**src/rtl/seg_scan_decoder_if.sv**
```systemverilog
// Scan-bus pins plus the decoded frame outputs of the seven-segment receiver.
// The master drives seg/ans and consumes the frame. The slave is the decoder.
interface seg_scan_decoder_if;
    logic [6:0]  seg;
    logic [3:0]  ans;
    logic [15:0] digits;
    logic        frame_valid;
    logic        seg_err;
    logic        link_lost;

    modport master (
        output seg,
        output ans,
        input  digits,
        input  frame_valid,
        input  seg_err,
        input  link_lost
    );

    modport slave (
        input  seg,
        input  ans,
        output digits,
        output frame_valid,
        output seg_err,
        output link_lost
    );
endinterface

```
**src/rtl/seg_scan_decoder.sv**
```systemverilog
// Seven-segment scan receiver: deglitches digit dwells, decodes them, and publishes 4-digit frames.
// Capture lands STABLE_CYC cycles after a dwell appears at the pins and the frame one cycle later; no backpressure.
module seg_scan_decoder #(
    parameter int STABLE_CYC = 16,
    parameter int TIMEOUT    = 1_000_000
) (
    input  logic              clk,
    input  logic              reset,
    seg_scan_decoder_if.slave bus
);
    localparam int CW = $clog2(STABLE_CYC + 1);
    localparam int TW = $clog2(TIMEOUT + 1);
    localparam logic [CW-1:0] STAB_MAX = CW'(STABLE_CYC);
    localparam logic [TW-1:0] TMO_MAX  = TW'(TIMEOUT);

    logic [6:0]    seg_r;
    logic [6:0]    seg_p;
    logic [3:0]    ans_r;
    logic [3:0]    ans_p;
    logic [CW-1:0] stab_cnt;
    logic [TW-1:0] tmo_cnt;
    logic [3:0]    seen;
    logic          err_acc;
    logic [3:0]    shadow [4];
    logic [15:0]   digits_q;
    logic          frame_valid_q;
    logic          seg_err_q;
    logic          link_lost_q;

    logic [3:0]    ans_act;
    logic [6:0]    seg_act;
    logic          ans_ok;
    logic [1:0]    pos;
    logic          same;
    logic          capture;
    logic          commit;
    logic [3:0]    code;
    logic          invalid;

    always_comb begin
        ans_act = ~ans_r;
        ans_ok  = 1'b0;
        pos     = 2'd0;
        case (ans_act)
            4'b0001: begin ans_ok = 1'b1; pos = 2'd0; end
            4'b0010: begin ans_ok = 1'b1; pos = 2'd1; end
            4'b0100: begin ans_ok = 1'b1; pos = 2'd2; end
            4'b1000: begin ans_ok = 1'b1; pos = 2'd3; end
            default: begin ans_ok = 1'b0; pos = 2'd0; end
        endcase
    end

    // Active-high segment set, bit 0 = a ... bit 6 = g; exact matches only.
    always_comb begin
        seg_act = ~seg_r;
        code    = 4'hF;
        invalid = 1'b0;
        case (seg_act)
            7'h3F:   code = 4'h0;
            7'h06:   code = 4'h1;
            7'h5B:   code = 4'h2;
            7'h4F:   code = 4'h3;
            7'h66:   code = 4'h4;
            7'h6D:   code = 4'h5;
            7'h7D:   code = 4'h6;
            7'h07:   code = 4'h7;
            7'h7F:   code = 4'h8;
            7'h6F:   code = 4'h9;
            7'h00:   code = 4'hA;
            default: begin code = 4'hF; invalid = 1'b1; end
        endcase
    end

    assign same    = (seg_r == seg_p) && (ans_r == ans_p);
    assign capture = ans_ok && same && (stab_cnt == STAB_MAX - CW'(1));
    assign commit  = (seen == 4'hF);

    always_ff @(posedge clk) begin
        if (!reset) begin
            seg_r         <= 7'h7F;
            seg_p         <= 7'h7F;
            ans_r         <= 4'hF;
            ans_p         <= 4'hF;
            stab_cnt      <= '0;
            tmo_cnt       <= '0;
            seen          <= 4'h0;
            err_acc       <= 1'b0;
            for (int i = 0; i < 4; i++) shadow[i] <= 4'hA;
            digits_q      <= 16'hAAAA;
            frame_valid_q <= 1'b0;
            seg_err_q     <= 1'b0;
            link_lost_q   <= 1'b0;
        end else begin
            seg_r <= bus.seg;
            ans_r <= bus.ans;
            seg_p <= seg_r;
            ans_p <= ans_r;

            // stab_cnt is the length of the current run of identical, single-anode samples.
            if (!ans_ok)
                stab_cnt <= '0;
            else if (!same)
                stab_cnt <= CW'(1);
            else if (stab_cnt != STAB_MAX)
                stab_cnt <= stab_cnt + CW'(1);

            if (capture)
                shadow[pos] <= code;

            frame_valid_q <= commit;
            if (commit) begin
                digits_q  <= {shadow[3], shadow[2], shadow[1], shadow[0]};
                seg_err_q <= err_acc;
                seen      <= 4'h0;
                err_acc   <= 1'b0;
            end else if (capture) begin
                seen[pos] <= 1'b1;
                err_acc   <= err_acc | invalid;
            end

            if (commit) begin
                tmo_cnt     <= '0;
                link_lost_q <= 1'b0;
            end else begin
                if (tmo_cnt != TMO_MAX)
                    tmo_cnt <= tmo_cnt + TW'(1);
                if (tmo_cnt >= TMO_MAX - TW'(1))
                    link_lost_q <= 1'b1;
            end
        end
    end

    assign bus.digits      = digits_q;
    assign bus.frame_valid = frame_valid_q;
    assign bus.seg_err     = seg_err_q;
    assign bus.link_lost   = link_lost_q;
endmodule

```
**src/flat_wrapper.sv**
```systemverilog
// flat-port wrapper written by rule: the top's interface ports become plain ports
module seg_scan_decoder_flat 
#(
    parameter int STABLE_CYC = 16,
    parameter int TIMEOUT    = 1_000_000
)
  (clk, reset, bus_seg, bus_ans, bus_digits, bus_frame_valid, bus_seg_err, bus_link_lost);
  seg_scan_decoder_if bus_i ();
  input  logic clk;
  input  logic reset;
  input wire logic [$bits(bus_i.seg)-1:0] bus_seg;
  input wire logic [$bits(bus_i.ans)-1:0] bus_ans;
  output wire logic [$bits(bus_i.digits)-1:0] bus_digits;
  output wire logic [$bits(bus_i.frame_valid)-1:0] bus_frame_valid;
  output wire logic [$bits(bus_i.seg_err)-1:0] bus_seg_err;
  output wire logic [$bits(bus_i.link_lost)-1:0] bus_link_lost;
  assign bus_i.seg = bus_seg;
  assign bus_i.ans = bus_ans;
  assign bus_digits = bus_i.digits;
  assign bus_frame_valid = bus_i.frame_valid;
  assign bus_seg_err = bus_i.seg_err;
  assign bus_link_lost = bus_i.link_lost;
  seg_scan_decoder #(.STABLE_CYC(STABLE_CYC), .TIMEOUT(TIMEOUT)) u_core (.clk(clk), .reset(reset), .bus(bus_i));
endmodule
```
**config.mk**
```make
export PLATFORM = sky130hd
export DESIGN_NAME = seg_scan_decoder_flat
export DESIGN_NICKNAME = d
export VERILOG_FILES = /design/src/rtl/seg_scan_decoder_if.sv /design/src/rtl/seg_scan_decoder.sv /design/src/flat_wrapper.sv
export SDC_FILE = /design/constraint.sdc
export NUM_CORES = 1
export LEC_CHECK = 0
export CORE_MARGIN = 2
export CORE_UTILIZATION = 35
export DETAILED_ROUTE_END_ITERATION = 6
export MAX_ROUTING_LAYER = met4
export PLACE_DENSITY = 0.63
export RECOVER_POWER = 50
export SLEW_MARGIN = 20
export SYNTH_ARGS = -nofsm -noshare
export SYNTH_HDL_FRONTEND = slang
export SYNTH_SLANG_ARGS = --single-unit
export TNS_END_PERCENT = 10
```
**constraint.sdc**
```tcl
create_clock -name clk -period 3 [get_ports clk]
set_input_delay 0.6 -clock clk [delete_from_list [all_inputs] [get_ports clk]]
set_output_delay 0.6 -clock clk [all_outputs]
set_load 0.1 [all_outputs]
```
Word-level counts from Yosys, hierarchy flattened
Memories as Yosys holds them, arrays and structs flattened. A register that Yosys moved wholly into a read port is not among the register bits. Index checks and enable logic that the tools add are counted.

Flip-flop bits (word level): 55. Bits in writable memories: 16. Input bits: 13. Output and inout bits: 19. Logic and storage cells: 74. Memories kept: 1.

Memories: u_core.shadow (depth 4, width 4, read ports 4, clocked after Yosys merged registers in 4, write ports 4, RTL line seg_scan_decoder.sv:24) `logic [3:0] shadow [4];`.

$add $sub $neg: 2. Order comparisons: 3. Eq/ne operators: 21. Multiplexer cells: 15. Bitwise gates (word level): 5. Reductions and logical operators: 15.

Operators by type and width (number): 7-bit == test, second input constant (7); 4-bit one-hot mux with 11 select lines (1); 20-bit by 1-bit adder with 20-bit output, second input constant (1); 20-bit >= comparator, second input constant (1); 20-bit != test, second input constant (1); 7-bit by 3-bit == test with 1-bit output, second input constant (2); 11-bit OR reduction (1); 1-bit 2-to-1 mux (10); 4-bit == test, second input constant (2); 4-bit OR reduction (2); 7-bit by 6-bit == test with 1-bit output, second input constant (1); 7-bit == test (1); 7-bit logical NOT (1); 7-bit inverter (1); 2-bit one-hot mux with 3 select lines (1); 5-bit by 1-bit adder with 5-bit output, second input constant (1); 5-bit by 4-bit == test with 1-bit output, second input constant (1); 5-bit != test, second input constant (1); 4-bit by 1-bit == test with 1-bit output, second input constant (1); 4-bit by 2-bit == test with 1-bit output, second input constant (1); 4-bit by 3-bit == test with 1-bit output, second input constant (1); 4-bit == test (1); 1-bit logical AND (4); 1-bit logical NOT (4); other kinds (13) (13).

Depth between registers and ports, before layout
Depth in word-level cells: 11. Depth in mapped cells: 8. Gate-level depth less buffers: 7.

Worst setup path after synthesis
No wires, ideal clock.

Path kind: register to register. Start point: reg u_core.stab_cnt[1]. End point: mem u_core.shadow[0][1], data pin. Library setup time: 0.259 ns. Data arrival time: 2.077 ns. Data required time: 2.741 ns. Path slack: 0.664 ns. Stages on the path, launching flop included: 9. Buffers on the path: 1. Clock period less this slack: 2.336 ns. Cells stage by stage: dfxtp_1 -> ha_1 -> and3_1 -> ha_1 -> inv_1 -> or4_1 -> buf_2 -> or3_4 -> or2_1.

RTL lines: start: declaration (RTL line seg_scan_decoder.sv:20) `logic [CW-1:0] stab_cnt;`; start signal: assignment (RTL line seg_scan_decoder.sv:105) `stab_cnt <= stab_cnt + CW'(1);`; end: declaration (RTL line seg_scan_decoder.sv:24).

==> metrics.txt <==
Starting Density=35.57%; fin. max-slew vios=0; post-CTS setup repair buffer count=0; EDFF count, synth=16; Top FF cell, synth=dfxtp_1; Critical Path AT=2.68 ns; Final Hold Viols=0; Post-Synthesis Cell Area=3822 sq um; Ports=32; via count=between 2k and 3k; Max Fanout on Critical Path=30; status=completed; fin nets=438; Detailed Place HPWL=4.849 mm; worst reg2reg setup slack=approximately 0.50 ns; LEAKAGE=1.466 nW; Layout Cells excl Fill=between 500 and 600; Core Rows=38; worst-path cell chain=clkdlybuf4s50_1 -> clkbuf_1 -> and2_1 -> nand2_1 -> nor4_1; Total GRT Usage=between 10% and 20%; DRC Markers=0; first-pass GRT wire length=roughly 12 mm; RD Place Congestion=0.8649; Max Fclk=between 0.3 and 0.4 GHz; Avg Vias per Cell=between 4 and 5; clk slew on worst S/H paths=0.08 ns; setup_tns=0 ns; WS Path Type=in -> reg; Post-Syn Area per Cell=about 9.7 sq um; TritonCTS Buffers=9; Worst Max-Slew Pin Slew=1.168 ns; die area=11,770 sq um; TritonCTS clock tree=yes; sequential area share after synthesis=49.75%; share of layout cells above drive strength 1=8.000%; Resized Gates After CTS=0; fin area=around 4300 sq um; die span in y=~110 um; Max Cap Viol=0; Synth cell types=between 50 and 60; placed insts=around 550; port buffer count=31; Critical Path Sink Type=register; Area Overhead vs Synth=12.14%; hold_ws=0.4649 ns; unrepaired setup endpoints after global routing=no; fin crit share=approximately 84%; power density over cell area=499.8 nW/um^2; layout filler cell count=roughly 1.1k; routed len/inst=11.92 um; Routed Antenna Nets=0; largest net degree at the start of global routing=31; clock skew=approximately 0.011 ns; ANT cells=0; fraction of registers with async set/reset=0%; DP Area=4184 sq um; Finish-stage setup viols=0; crit path time final=between 2 and 3 ns; Detailed Route WL=6.733 mm; DRT Pass-1 Iters=4; core box area=10,750 sq um; CP required=3.16 ns; max incr delay on CP=roughly 0.8 ns; Worst Slack Setup Final=approximately 0.48 ns; slowest cell on the critical path=clkbuf_1; Worst slew margin=22.47%; Mapped Cells=between 300 and 400; #FFs+latches synth=87; CTS Hold Bufs=0; initial antenna violation count=0; Max Buffers Root-to-Sink=2; Worst Hold Class=reg -> reg; clk sinks=87; gr ovfl total=0; dpl ws=0.5265 ns; yosys warns=0; H-tree levels=3; Starting DRT DRC Count=185; root buf cell=clkbuf_8; clock latency on the worst-skew pair=0.36 ns; startpoint type of the worst setup path=primary input; vias in the first global route=2,454; maximum vdd ir drop=just under 0.2 mV; Die X=108.5 um; synthesized net count=between 400 and 500
## state kept, by name, indices dropped and copies added (netlist names), 4 cells and up
register / flops
u_core.tmo_cnt: 20
u_core.bus.digits: 16
u_core.shadow: 16
u_core.seg_p: 7
u_core.seg_r: 7
u_core.stab_cnt: 5
u_core.ans_p: 4
u_core.ans_r: 4
u_core.seen: 4
## cell usage after synthesis (5+ instances only)
| master | instances | area share (%) |
|---|---|---|
| clkbuf_1 | 15 | 1.5 |
| edfxtp_1 | 16 | 13 |
| xnor2_1 | 14 | 3.2 |
| inv_1 | 12 | 1.2 |
| nand2b_1 | 25 | 4.1 |
| nor4_1 | 6 | 0.98 |
| a21boi_0 | 10 | 2.0 |
| ha_1 | 5 | 1.6 |
| nand4_1 | 10 | 1.6 |
| nand3_1 | 18 | 2.4 |
| o21ai_0 | 8 | 1.0 |
| xor2_1 | 11 | 2.5 |
| nor2_1 | 24 | 2.4 |
| nand2_1 | 50 | 4.9 |
| nor3_1 | 15 | 2.0 |
| dfxtp_1 | 71 | 37 |
| or3_1 | 6 | 0.98 |
| a21oi_1 | 9 | 1.2 |
| and2_1 | 6 | 0.98 |
| xnor2_2 | 7 | 3.0 |
## per-layer routing
layer | vias up | part of all wire (%) | track usage (%)
met4 | 0 | 1.9 | 6.868
met1 | 1293 | 50 | 16.59
met3 | 10 | 3.7 | 3.134
met2 | 39 | 45 | 19.11
met5 | - | 0 | -
li1 | 1409 | - | -
## layout make-up
| cell class | count | area, sq um | area share [%] |
|---|---|---|---|
| Clock buffer | 12 | 135.1 | 3.152 |
| Clock inverter | 4 | 47.55 | 1.109 |
| Inverter | 12 | 45.04 | 1.051 |
| Multi-Input combinational cell | 272 | 1747 | 40.75 |
| Sequential cell | 87 | 1902 | 44.37 |
| Tap cell | 140 | 175.2 | 4.086 |
| Timing Repair Buffer | 38 | 235.2 | 5.487 |
## final timing paths
check                                                          end  cells after the start                       startpoint
worst max register to register   u_core.shadow[2][3]$_SDFFCE_PN1P_                      7  u_core.stab_cnt[1]$_SDFFE_PN0P_
worst max-delay path             u_core.shadow[1][2]$_SDFFCE_PN0P_                      5                            reset
worst min-delay path            u_core.bus.digits[13]$_SDFFE_PN1P_                      2    u_core.shadow[3][1]$_DFFE_PP_
worst min register to register  u_core.bus.digits[13]$_SDFFE_PN1P_                      2    u_core.shadow[3][1]$_DFFE_PP_
## cell usage in the layout (no fill, tap or decap), drive strengths merged, types with 4 or more instances in the layout
master         synthesis  routed
dfxtp                 71      71
nand2                 50      50
clkbuf                15      34
nand2b                25      25
nor2                  24      24
xnor2                 21      21
nand3                 19      19
edfxtp                16      16
nor3                  15      15
inv                   12      12
clkdlybuf4s50          0      12
xor2                  11      11
nand4                 11      11
a21boi                10      10
a21oi                  9       9
o21ai                  8       8
or3                    7       7
nor4                   7       7
and2                   6       6
ha                     5       5
and3                   4       4
and4                   4       4
buf                    9       4
## worst max-delay path, delay by kind of cell
kind                   cells  cell delay, ns
buffers and inverters      2            1.32
and+or+nand+nor            3            0.76
## per-stage QoR
step                power [mW]  util, %
detailed placement       1.399    38.94
CTS                      2.173    40.64
floorplan                1.362        -
finish                   2.142    39.89
global placement         1.397    38.94
global route             2.244    39.89
## where the power goes
part           total (mW)  switching (mW)  leakage [nW]  internal (mW)
clock               0.773           0.390        0.0904          0.383
combinational       0.129          0.0632         0.667         0.0656
sequential           1.24          0.0305         0.708           1.21
total                2.14           0.483          1.47           1.66
## kinds of logic (layout without fill, tap and decap cells)
family | Yosys count | after routing | synth area share, %
simple gates | 189 | 189 | 26.84
fa+ha+maj | 5 | 5 | 1.637
buf+inv | 36 | 66 | 4.550
flops | 87 | 87 | 49.75
mux | 2 | 2 | 0.5238
compound gates | 44 | 44 | 7.987
xor+xnor | 32 | 32 | 8.707
No activity file was read; power rests on OpenSTA's default activity.
